==> src/rtl/mod_updown_counter_311_if.sv <==
// Control and status bundle for mod_updown_counter_311.
// The counter (slave) samples en/up/load/load_val on each rising clock and drives count/tc/wrap.
interface mod_updown_counter_311_if #(
    parameter int WIDTH = 8
);
    logic             en_311;
    logic             up_311;
    logic             load_311;
    logic [WIDTH-1:0] load_val_311;
    logic [WIDTH-1:0] count_311;
    logic             tc_311;
    logic             wrap_311;

    modport master (
        output en_311, up_311, load_311, load_val_311,
        input  count_311, tc_311, wrap_311
    );

    modport slave (
        input  en_311, up_311, load_311, load_val_311,
        output count_311, tc_311, wrap_311
    );
endinterface

==> src/rtl/mod_updown_counter_311.sv <==
// Modulo-N up/down counter with parallel load, combinational terminal count and registered wrap pulse.
// Define COUNTER_311_SAT_EN to saturate at the end states instead of wrapping.
module mod_updown_counter_311 #(
    parameter int     WIDTH       = 8,
    parameter longint MODULUS     = 256,
    parameter longint RESET_VALUE = 0
) (
    input logic                     clk_311,
    input logic                     reset_311,
    mod_updown_counter_311_if.slave bus
);
    // All comparisons happen at WIDTH bits, so MODULUS = 2^WIDTH becomes natural overflow.
    localparam logic [WIDTH-1:0] MAX_VAL = WIDTH'(MODULUS - 1);
    localparam logic [WIDTH-1:0] RST_VAL = WIDTH'(RESET_VALUE);
    localparam logic [WIDTH-1:0] ONE     = WIDTH'(1);

    logic [WIDTH-1:0] count_q;
    logic [WIDTH-1:0] count_d;
    logic             wrap_q;
    logic             wrap_d;
    logic             at_top;
    logic             at_bottom;

    assign at_top    = (count_q == MAX_VAL);
    assign at_bottom = (count_q == '0);

    always_comb begin
        count_d = count_q;
        wrap_d  = 1'b0;
        if (bus.load_311) begin
            count_d = (bus.load_val_311 > MAX_VAL) ? MAX_VAL : bus.load_val_311;
        end else if (bus.en_311) begin
            if (bus.up_311) begin
                if (at_top) begin
`ifdef COUNTER_311_SAT_EN
                    count_d = MAX_VAL;
`else
                    count_d = '0;
                    wrap_d  = 1'b1;
`endif
                end else begin
                    count_d = count_q + ONE;
                end
            end else begin
                if (at_bottom) begin
`ifdef COUNTER_311_SAT_EN
                    count_d = '0;
`else
                    count_d = MAX_VAL;
                    wrap_d  = 1'b1;
`endif
                end else begin
                    count_d = count_q - ONE;
                end
            end
        end
    end

    always_ff @(posedge clk_311 or posedge reset_311) begin
        if (reset_311) begin
            count_q <= RST_VAL;
            wrap_q  <= 1'b0;
        end else begin
            count_q <= count_d;
            wrap_q  <= wrap_d;
        end
    end

    // tc flags the cycle whose edge would wrap (or saturate) in the selected direction.
    assign bus.tc_311    = bus.en_311 & ((bus.up_311 & at_top) | (~bus.up_311 & at_bottom));
    assign bus.count_311 = count_q;
    assign bus.wrap_311  = wrap_q;
endmodule

==> src/flat_wrapper.sv <==
// flat-port wrapper written by rule: the top's interface ports become plain ports
module mod_updown_counter_311_flat 
#(
    parameter int     WIDTH       = 8,
    parameter longint MODULUS     = 256,
    parameter longint RESET_VALUE = 0
)
  (clk_311, reset_311, bus_en_311, bus_up_311, bus_load_311, bus_load_val_311, bus_count_311, bus_tc_311, bus_wrap_311);
  mod_updown_counter_311_if #(.WIDTH(WIDTH)) bus_i ();
  input logic clk_311;
  input logic reset_311;
  input wire logic [$bits(bus_i.en_311)-1:0] bus_en_311;
  input wire logic [$bits(bus_i.up_311)-1:0] bus_up_311;
  input wire logic [$bits(bus_i.load_311)-1:0] bus_load_311;
  input wire logic [$bits(bus_i.load_val_311)-1:0] bus_load_val_311;
  output wire logic [$bits(bus_i.count_311)-1:0] bus_count_311;
  output wire logic [$bits(bus_i.tc_311)-1:0] bus_tc_311;
  output wire logic [$bits(bus_i.wrap_311)-1:0] bus_wrap_311;
  assign bus_i.en_311 = bus_en_311;
  assign bus_i.up_311 = bus_up_311;
  assign bus_i.load_311 = bus_load_311;
  assign bus_i.load_val_311 = bus_load_val_311;
  assign bus_count_311 = bus_i.count_311;
  assign bus_tc_311 = bus_i.tc_311;
  assign bus_wrap_311 = bus_i.wrap_311;
  mod_updown_counter_311 #(.WIDTH(WIDTH), .MODULUS(MODULUS), .RESET_VALUE(RESET_VALUE)) u_core (.clk_311(clk_311), .reset_311(reset_311), .bus(bus_i));
endmodule
==> config.mk <==
export PLATFORM = sky130hd
export DESIGN_NAME = mod_updown_counter_311_flat
export DESIGN_NICKNAME = d
export VERILOG_FILES = /design/src/rtl/mod_updown_counter_311_if.sv /design/src/rtl/mod_updown_counter_311.sv /design/src/flat_wrapper.sv
export SDC_FILE = /design/constraint.sdc
export NUM_CORES = 1
export LEC_CHECK = 0
export BUFFER_PORTS_ARGS = -buffer_cell sky130_fd_sc_hd__buf_4
export CELL_PAD_IN_SITES_DETAIL_PLACEMENT = 2
export CELL_PAD_IN_SITES_GLOBAL_PLACEMENT = 2
export CORE_MARGIN = 2
export CORE_UTILIZATION = 29
export CTS_CLUSTER_SIZE = 30
export DETAILED_ROUTE_END_ITERATION = 10
export HOLD_SLACK_MARGIN = 0.03
export PLACE_DENSITY = 0.85
export SYNTH_ARGS = -nofsm -noshare
export SYNTH_HDL_FRONTEND = slang
export SYNTH_SLANG_ARGS = --single-unit
==> constraint.sdc <==
create_clock -name clk_311 -period 2.48 [get_ports clk_311]
set_input_delay 0.372 -clock clk_311 [delete_from_list [all_inputs] [get_ports clk_311]]
set_output_delay 0.372 -clock clk_311 [all_outputs]
set_load 0.05 [all_outputs]
Word-level counts from Yosys, hierarchy flattened
Cells that the tools add are included.

storage, ports and cells
  register bits after elaboration = 9
  word-level logic and storage cells = 24

operators by class
  add/sub/neg operators = 2
  $lt $le $gt $ge = 1
  eq/ne operators = 1
  muxes and demuxes = 11
  bitwise gates (word level) = 5
  reductions and logical operators = 2

operators with widths
  operator               number
  $mux W8                6
  $add A8 B1 Y8 const B  1
  $eq A8 B8 Y1 const B   1
  $gt A8 B8 Y1 const B   1
  $logic_not A8 Y1       1
  $sub A8 B1 Y8 const B  1
  $mux W1                5
  $and A1 B1 Y1          3
  $reduce_bool A2 Y1     1
  $not A1 Y1             1
  $or A1 B1 Y1           1

Depth between registers and ports, before layout
Gate-level depths: netlist (run 1).

  depth in word-level cells = 5
  mapped depth = 7
  depth with buffers taken out = 6

Worst setup path before layout (run 1)
OpenSTA, ideal clock, no wires.

  path type = register -> output
  start point = register u_core.count_q[0], in the netlist u_core.bus.count_311[0]
  end point = output bus_tc_311
  arrival = 2.361 ns
  data required time = 2.108 ns
  path slack = -0.253 ns
  stages on the path, launching flop included = 8
  buffers on the path = 1
  path through = dfrtp_1 -> clkbuf_1 -> inv_1 -> ha_1 -> nor4b_2 -> and2_1 -> a21oi_1 -> nor2b_1

between the ends
  cells in the longest elaborated chain, start to end = 4

RTL lines
  element                                                  RTL line                                                    source
  start, declared                                          mod_updown_counter_311.sv:17                                logic [WIDTH-1:0] count_q;
  start signal, assigned                                   mod_updown_counter_311.sv:64                                count_q <= count_d;
  $eq A8 B8 Y1 / $logic_not A8 Y1 (equally long branches)  mod_updown_counter_311.sv:24, mod_updown_counter_311.sv:25
  $and A1 B1 Y1                                            mod_updown_counter_311.sv:70                                assign bus.tc_311 = bus.en_311 & ((bus.up_311 & at_top) | (~bus.up_311 & at_bottom));
  $or A1 B1 Y1 *                                           mod_updown_counter_311.sv:70
  $and A1 B1 Y1 *                                          mod_updown_counter_311.sv:70
  end, declared                                            flat_wrapper.sv:17                                          output wire logic [$bits(bus_i.tc_311)-1:0] bus_tc_311;

Every way passes the cells marked *; elsewhere a longest branch is shown, timed or not.

Worst setup path after layout (run 1)
Same ends and word-level chain as after synthesis.

==> impl_metrics.py, run 1 <==
metrics = {
    "detailed_routing": {
        "via_per_inst": 6.063,
        "routed_wl_um": 3373,
        "drc": 4,
        "first_pass_iters": 7,
        "post_drt_wl_per_cell_um": 21.21,
        "drtIter0Drc": 22,
        "num_vias": 964,
        "ant_nets": 0,
    },
    "final_layout": {
        "finish.net_count": 145,
        "final_common_cell": "buf_4",
        "design_area_um2": 1095,
        "antennaDiodeCount": 0,
        "layout_common_cells": "buf_4 (25), o21ai_0 (7), a21oi_1 (7), dfrtp_1 (7)",
        "syn_to_final_growth_pct": 26.63,
        "fillers": 331,
        "final_cells": 159,
        "multi_input_area_um2": 591.8,
        "seq_area_um2": 227.7,
        "drive_gt1_share_pct": 31.25,
    },
    "synthesis": {
        "yosysUniqueCellTypes": 42,
        "postSynth.asyncResetShare_pct": 100.0,
        "syn-cell-area_um2": 864.6,
        "synth_top_area_share_pct": 26.05,
        "syn_nets": 124,
        "synthCells": 108,
        "ys_ff_latch": 9,
        "synth_area_per_cell_um2": 8.005,
        "synth_top_cell_by_area": "dfrtp_1",
        "synth_enable_flop_cells": 0,
        "synth_warnings": 0,
        "synth_flop_cell": "dfrtp_1",
        "synth_area_leaders": "dfrtp_1 (26%), ha_1 (4.3%), a21oi_1 (4.1%)",
        "yosysSeqAreaShare_pct": 26.05,
    },
    "power_and_ir_drop": {
        "p_per_area_nw_per_um2": 552.8,
        "p_leak_nw": 0.4502,
        "peakVddDrop_mv": 0.1443,
    },
    "status": {
        "status": "finished with violations",
        "violations": "design-rule violations",
    },
    "place": {
        "placed_cell_area_um2": 1045,
        "placedCellCount": 154,
        "dp_hpwl_um": 2415,
        "routabilityCongestion": 0.8419,
        "io_buffers": 22,
    },
    "worst_setup_path": {
        "path_max_fanout": 11,
        "critPathKind": "register to primary output",
        "max_stage_delay_ns": 0.49,
        "crit_path_end_kind": "primary output",
        "cp_cell_sequence": "inv_2 > ha_1 > nor4b_4 > and2_4 > a21oi_1 > nor2b_4 > buf_4",
        "cp.arrival_ns": 1.99,
        "cp-start-kind": "register",
        "slowest_stage": "dfrtp_2",
        "cp_data_required_time_ns": 2.11,
    },
    "global_route": {
        "grt_overflow": 0,
        "grt_pass1_vias": 1007,
        "track_usage_pct": 21.32,
        "grt_max_degree": 16,
        "antenna_found_initial": 0,
        "grt_first_pass_wirelength_um": 5299,
    },
    "die": {
        "io_pins": 23,
        "core_area_um2": 2805,
        "start_util_pct": 30.82,
        "die-area_um2": 3434,
        "dieWidth_um": 58.60,
        "die_h_um": 58.60,
        "rows": 19,
    },
    "cts": {
        "cts_made_buffers": 3,
        "cts_root_buf": "clkbuf_4",
        "cts_buffer_depth": 2,
        "clk_latency_ns": 0.28,
        "htreeDepth": 1,
        "cts_tree": "yes",
        "ctsHoldBuffers": 0,
        "clkTransAtPathRegs_ns": 0.08,
        "cts_num_sinks": 9,
    },
    "timing": {
        "finalCritPeriodShare_pct": 95.22,
        "worst_pin_slew_ns": 0.5765,
        "holdWs_ns": 0.07775,
        "fin_worst_skew_ns": 0.002074,
        "max_freq_mhz": 423.5,
        "rsz0062_at_grt": "no",
        "final_max_slew_viol_count": 0,
        "fin_setup_tns_ns": 0,
        "final_hold_viol_count": 0,
        "setup_viol": 0,
        "period_minus_slack_ns": 2.361,
        "relSlewSlack_pct": 61.49,
    },
    "job": {
        "cap_violations": 0,
    },
    "min_path": {
        "hold_class": "primary input to async pin",
    },
}
-- final timing paths --
kind / start / to / slack (ns) / depth (start not counted)
worst min-delay path: reset_311 / u_core.bus.count_311[2]$_DFFE_PP0P_ / 0.08 / 2
max in group asynchronous: reset_311 / u_core.bus.count_311[1]$_DFFE_PP0P_ / 2.09 / 2
worst max-delay path: u_core.bus.count_311[0]$_DFFE_PP0P_ / bus_tc_311 / 0.12 / 7
worst max register to register: u_core.bus.count_311[0]$_DFFE_PP0P_ / u_core.bus.count_311[6]$_DFFE_PP0P_ / 0.60 / 6
min in group clk_311: bus_load_val_311[4] / u_core.bus.count_311[4]$_DFFE_PP0P_ / 0.32 / 2
worst min register to register: u_core.bus.count_311[1]$_DFFE_PP0P_ / u_core.bus.count_311[1]$_DFFE_PP0P_ / 0.75 / 2
-- synthesized netlist by cell type, drive strengths merged (2+ instances only) --
master and n:
a32oi 2, nand2b 3, nor2 6, o22ai 2
nand3 5, xor2 2, inv 6, dfrtp 9
nor3 4, nor2b 3, or3 5, nor4 2
ha 3, o21a 2, a21oi 8, clkbuf 4
o221a 2, a31oi 3, nand2 3, o21ai 13
buf 5
-- flip-flops by register name (all words and copies together), names as in the netlist --
register	flops
u_core.bus.count_311	8
u_core.bus.wrap_311	1
-- final cells by class --
cell class | count | share of cell area (%)
Clock buffer | 4 | 2.400
Multi-Input combinational cell | 84 | 54.06
Sequential cell | 9 | 20.80
Tap cell | 31 | 3.543
Timing Repair Buffer | 25 | 17.14
Inverter | 6 | 2.057
-- metrics by stage --
step	util (%)	power, mW	setup slack (ns)
CTS	38.89	0.6046	0.03258
finish	39.03	0.6052	0.1186
detailed placement	37.24	0.4663	0.1420
floorplan	-	0.3809	0.09793
global route	39.03	0.6397	0.009829
global placement	37.24	0.4525	0.3376
-- worst max-delay path, delay by kind of cell, from the launching register on --
family          cells  cell delay [ns]
fa+ha+maj           1             0.22
compound gates      1             0.12
simple gates        3             0.57
flops               1             0.49
buf+inv             2             0.32
-- routing by layer --
| metal | GRT usage (%) | up-vias | wire, µm |
|---|---|---|---|
| met4 | 7.792 | 0 | 48 |
| met1 | 25.64 | 491 | 1450 |
| met5 | 0 | - | 0 |
| met2 | 38.68 | 23 | 1729 |
| met3 | 2.637 | 4 | 145 |
| li1 | - | 446 | - |
-- cell families after synthesis --
logic type	Yosys count	synth area share, %
AO/OA/AOI/OAI	40	31.84
XOR/XNOR	3	3.040
adder cells (fa/ha/maj)	3	4.342
buffers and inverters	15	7.959
flip-flops	9	26.05
multiplexers	1	1.158
AND/OR/NAND/NOR	37	25.61
-- what timing repair did --
| item | in CTS | in global routing |
|---|---|---|
| resized for setup | 3 | 3 |
| endpoints found under the setup margin | 1 | 1 |
| buffers inserted | 1 | 0 |
| pin swaps | 0 | 0 |
-- report_power, final --
part	internal, mW	switching, mW
registers	0.163	0.0486
logic	0.0974	0.163
clock network	0.0625	0.0699
No activity file was read; power rests on OpenSTA's default activity.
==> run 2: changes to the inputs <==
--- a/config.mk
+++ b/config.mk
@@ -13,7 +13,7 @@
 export CTS_CLUSTER_SIZE = 30
 export DETAILED_ROUTE_END_ITERATION = 10
 export HOLD_SLACK_MARGIN = 0.03
-export PLACE_DENSITY = 0.85
+export PLACE_DENSITY_LB_ADDON = 0.1
 export SYNTH_ARGS = -nofsm -noshare
 export SYNTH_HDL_FRONTEND = slang
 export SYNTH_SLANG_ARGS = --single-unit
==> impl_metrics.py, run 2 (synthesis gave the netlist of run 1 again) <==
metrics = {
    "status": {
        "status": "finished with violations",
        "violations": "design-rule violations",
    },
    "timing": {
        "finalCritPeriodShare_pct": 93.48,
        "final_hold_viol_count": 0,
        "relSlewSlack_pct": 55.68,
        "rsz0062_at_grt": "no",
        "worst_pin_slew_ns": 0.6634,
        "holdWs_ns": 0.08683,
        "fin_setup_tns_ns": 0,
        "max_freq_mhz": 431.4,
        "fin_worst_skew_ns": 0.001562,
        "period_minus_slack_ns": 2.318,
        "setup_viol": 0,
        "final_max_slew_viol_count": 0,
    },
    "final_layout": {
        "largest_reg_flops": 8,
        "finish.net_count": 146,
        "drive_gt1_share_pct": 28.68,
        "final_common_cell": "buf_4",
        "antennaDiodeCount": 0,
        "design_area_um2": 1096,
        "fillers": 323,
        "syn_to_final_growth_pct": 26.77,
        "layout_common_cells": "buf_4 (26), dfrtp_1 (8), o21ai_0 (7), a21oi_1 (7)",
    },
    "die": {
        "core_area_um2": 2805,
        "start_util_pct": 30.82,
        "io_pins": 23,
        "dieWidth_um": 58.60,
        "rows": 19,
        "die_h_um": 58.60,
        "die-area_um2": 3434,
    },
    "global_route": {
        "track_usage_pct": 19.50,
        "grt_max_degree": 16,
        "antenna_found_initial": 0,
        "grt_pass1_vias": 1000,
        "grt_first_pass_wirelength_um": 4899,
        "grt_overflow": 0,
    },
    "detailed_routing": {
        "drc": 3,
        "ant_nets": 0,
        "post_drt_wl_per_cell_um": 19.52,
        "routed_wl_um": 3123,
        "via_per_inst": 6.000,
        "num_vias": 960,
        "drtIter0Drc": 16,
        "first_pass_iters": 7,
    },
    "cts": {
        "htreeDepth": 1,
        "cts_tree": "yes",
        "clkTransAtPathRegs_ns": 0.07,
        "clk_latency_ns": 0.27,
        "cts_made_buffers": 3,
        "cts_num_sinks": 9,
        "cts_buffer_depth": 2,
        "cts_root_buf": "clkbuf_4",
    },
    "worst_setup_path": {
        "path_max_fanout": 11,
        "r2r_start": "u_core.bus.count_311[1]$_DFFE_PP0P_",
        "rr_endpoint": "u_core.bus.count_311[6]$_DFFE_PP0P_",
        "r2r_cells": 6,
        "slowest_stage": "dfrtp_2",
        "critPathBufInv": 2,
        "max_stage_delay_ns": 0.49,
        "crit_path_end_kind": "primary output",
        "cp_data_required_time_ns": 2.11,
        "crit_family": "simple AND/OR/NAND/NOR gates",
        "cp.arrival_ns": 1.95,
        "critPathKind": "register to primary output",
        "rrSetupSlack_ns": 0.62,
        "cp-start-kind": "register",
        "cp_cell_sequence": "inv_1 > ha_1 > nor4b_4 > and2_1 > a21oi_1 > nor2b_4 > buf_4",
    },
    "power_and_ir_drop": {
        "p_per_area_nw_per_um2": 539.1,
        "peakVddDrop_mv": 0.1929,
        "p_leak_nw": 0.4573,
    },
    "job": {
        "cap_violations": 0,
    },
    "min_path": {
        "hold_class": "primary input to async pin",
    },
    "place": {
        "io_buffers": 22,
        "dp_hpwl_um": 2301,
        "routabilityCongestion": 0.8046,
        "placed_cell_area_um2": 1052,
    },
}
-- run 2: cell count changes in the layout (fill, tap and decap cells not counted) --
cell | previous run | this run
dfrtp_2 | 2 | 1
inv_1 | 5 | 6
dfrtp_1 | 7 | 8
buf_4 | 25 | 26
ha_2 | 1 | 0
inv_2 | 1 | 0
and2_1 | 0 | 1
ha_1 | 2 | 3
and2_4 | 1 | 0
-- run 2: routing by layer --
metal / vias to the layer above / GRT usage (%) / share of wire, %
li1: 446 / - / -
met1: 490 / 25.74 / 48
met2: 19 / 30.66 / 47
met3: 5 / 4.176 / 2.9
met4: 0 / 8.442 / 1.9
met5: - / 0 / 0
-- run 2: report_power, final --
part / leakage (nW) / internal (mW) / switching, mW
Sequential: 0.105 / 0.163 / 0.0475
Clock: 0.0150 / 0.0624 / 0.0614
Combinational: 0.337 / 0.0983 / 0.158
-- run 2: timing repair --
item                                    4_1_cts  5_1_grt
hold buffers                                  0        0
endpoints found under the setup margin        1        1
gates resized for setup                       1        1
cloned                                        0        0
buffers inserted                              0        1
-- run 2: through the flow --
stage / power (mW) / cells / util [%] / setup slack, ns
2_1_floorplan: 0.3809 / 108 / - / 0.09793
4_1_cts: 0.5970 / 159 / 38.76 / 0.01392
5_1_grt: 0.6289 / 160 / 39.07 / 0.01396
6_report: 0.5909 / 160 / 39.07 / 0.1618
3_3_place_gp: 0.4588 / 155 / 37.51 / 0.3696
3_5_place_dp: 0.4646 / 155 / 37.51 / 0.2355
-- run 2: final cells by class --
class                   instances  area, µm²  area share, %
inverters                       6      22.52          2.055
repair buffers                 26      195.2          17.81
multi-input cells              84      586.8          53.54
clock buffers                   4      26.28          2.397
well taps                      31      38.79          3.539
flip-flops and latches          9      226.5          20.66
-- run 2: how the worst max path moves through the flow --
stage	startpoint	endpoint	depth (start not counted)
2_1_floorplan	u_core.bus.count_311[0]$_DFFE_PP0P_	bus_tc_311	7
3_3_place_gp	u_core.bus.count_311[1]$_DFFE_PP0P_	bus_tc_311	7
3_5_place_dp	u_core.bus.count_311[1]$_DFFE_PP0P_	bus_tc_311	7
4_1_cts	u_core.bus.count_311[1]$_DFFE_PP0P_	bus_tc_311	7
5_1_grt	u_core.bus.count_311[1]$_DFFE_PP0P_	bus_tc_311	7
6_report	u_core.bus.count_311[1]$_DFFE_PP0P_	bus_tc_311	7
-- run 2: worst register-to-register path, delay by kind of cell (launching register included) --
| family | cells | cell delay (ns) |
|---|---|---|
| flops | 1 | 0.49 |
| buf+inv | 1 | 0.11 |
| simple gates | 1 | 0.50 |
| fa+ha+maj | 1 | 0.19 |
| compound gates | 3 | 0.49 |
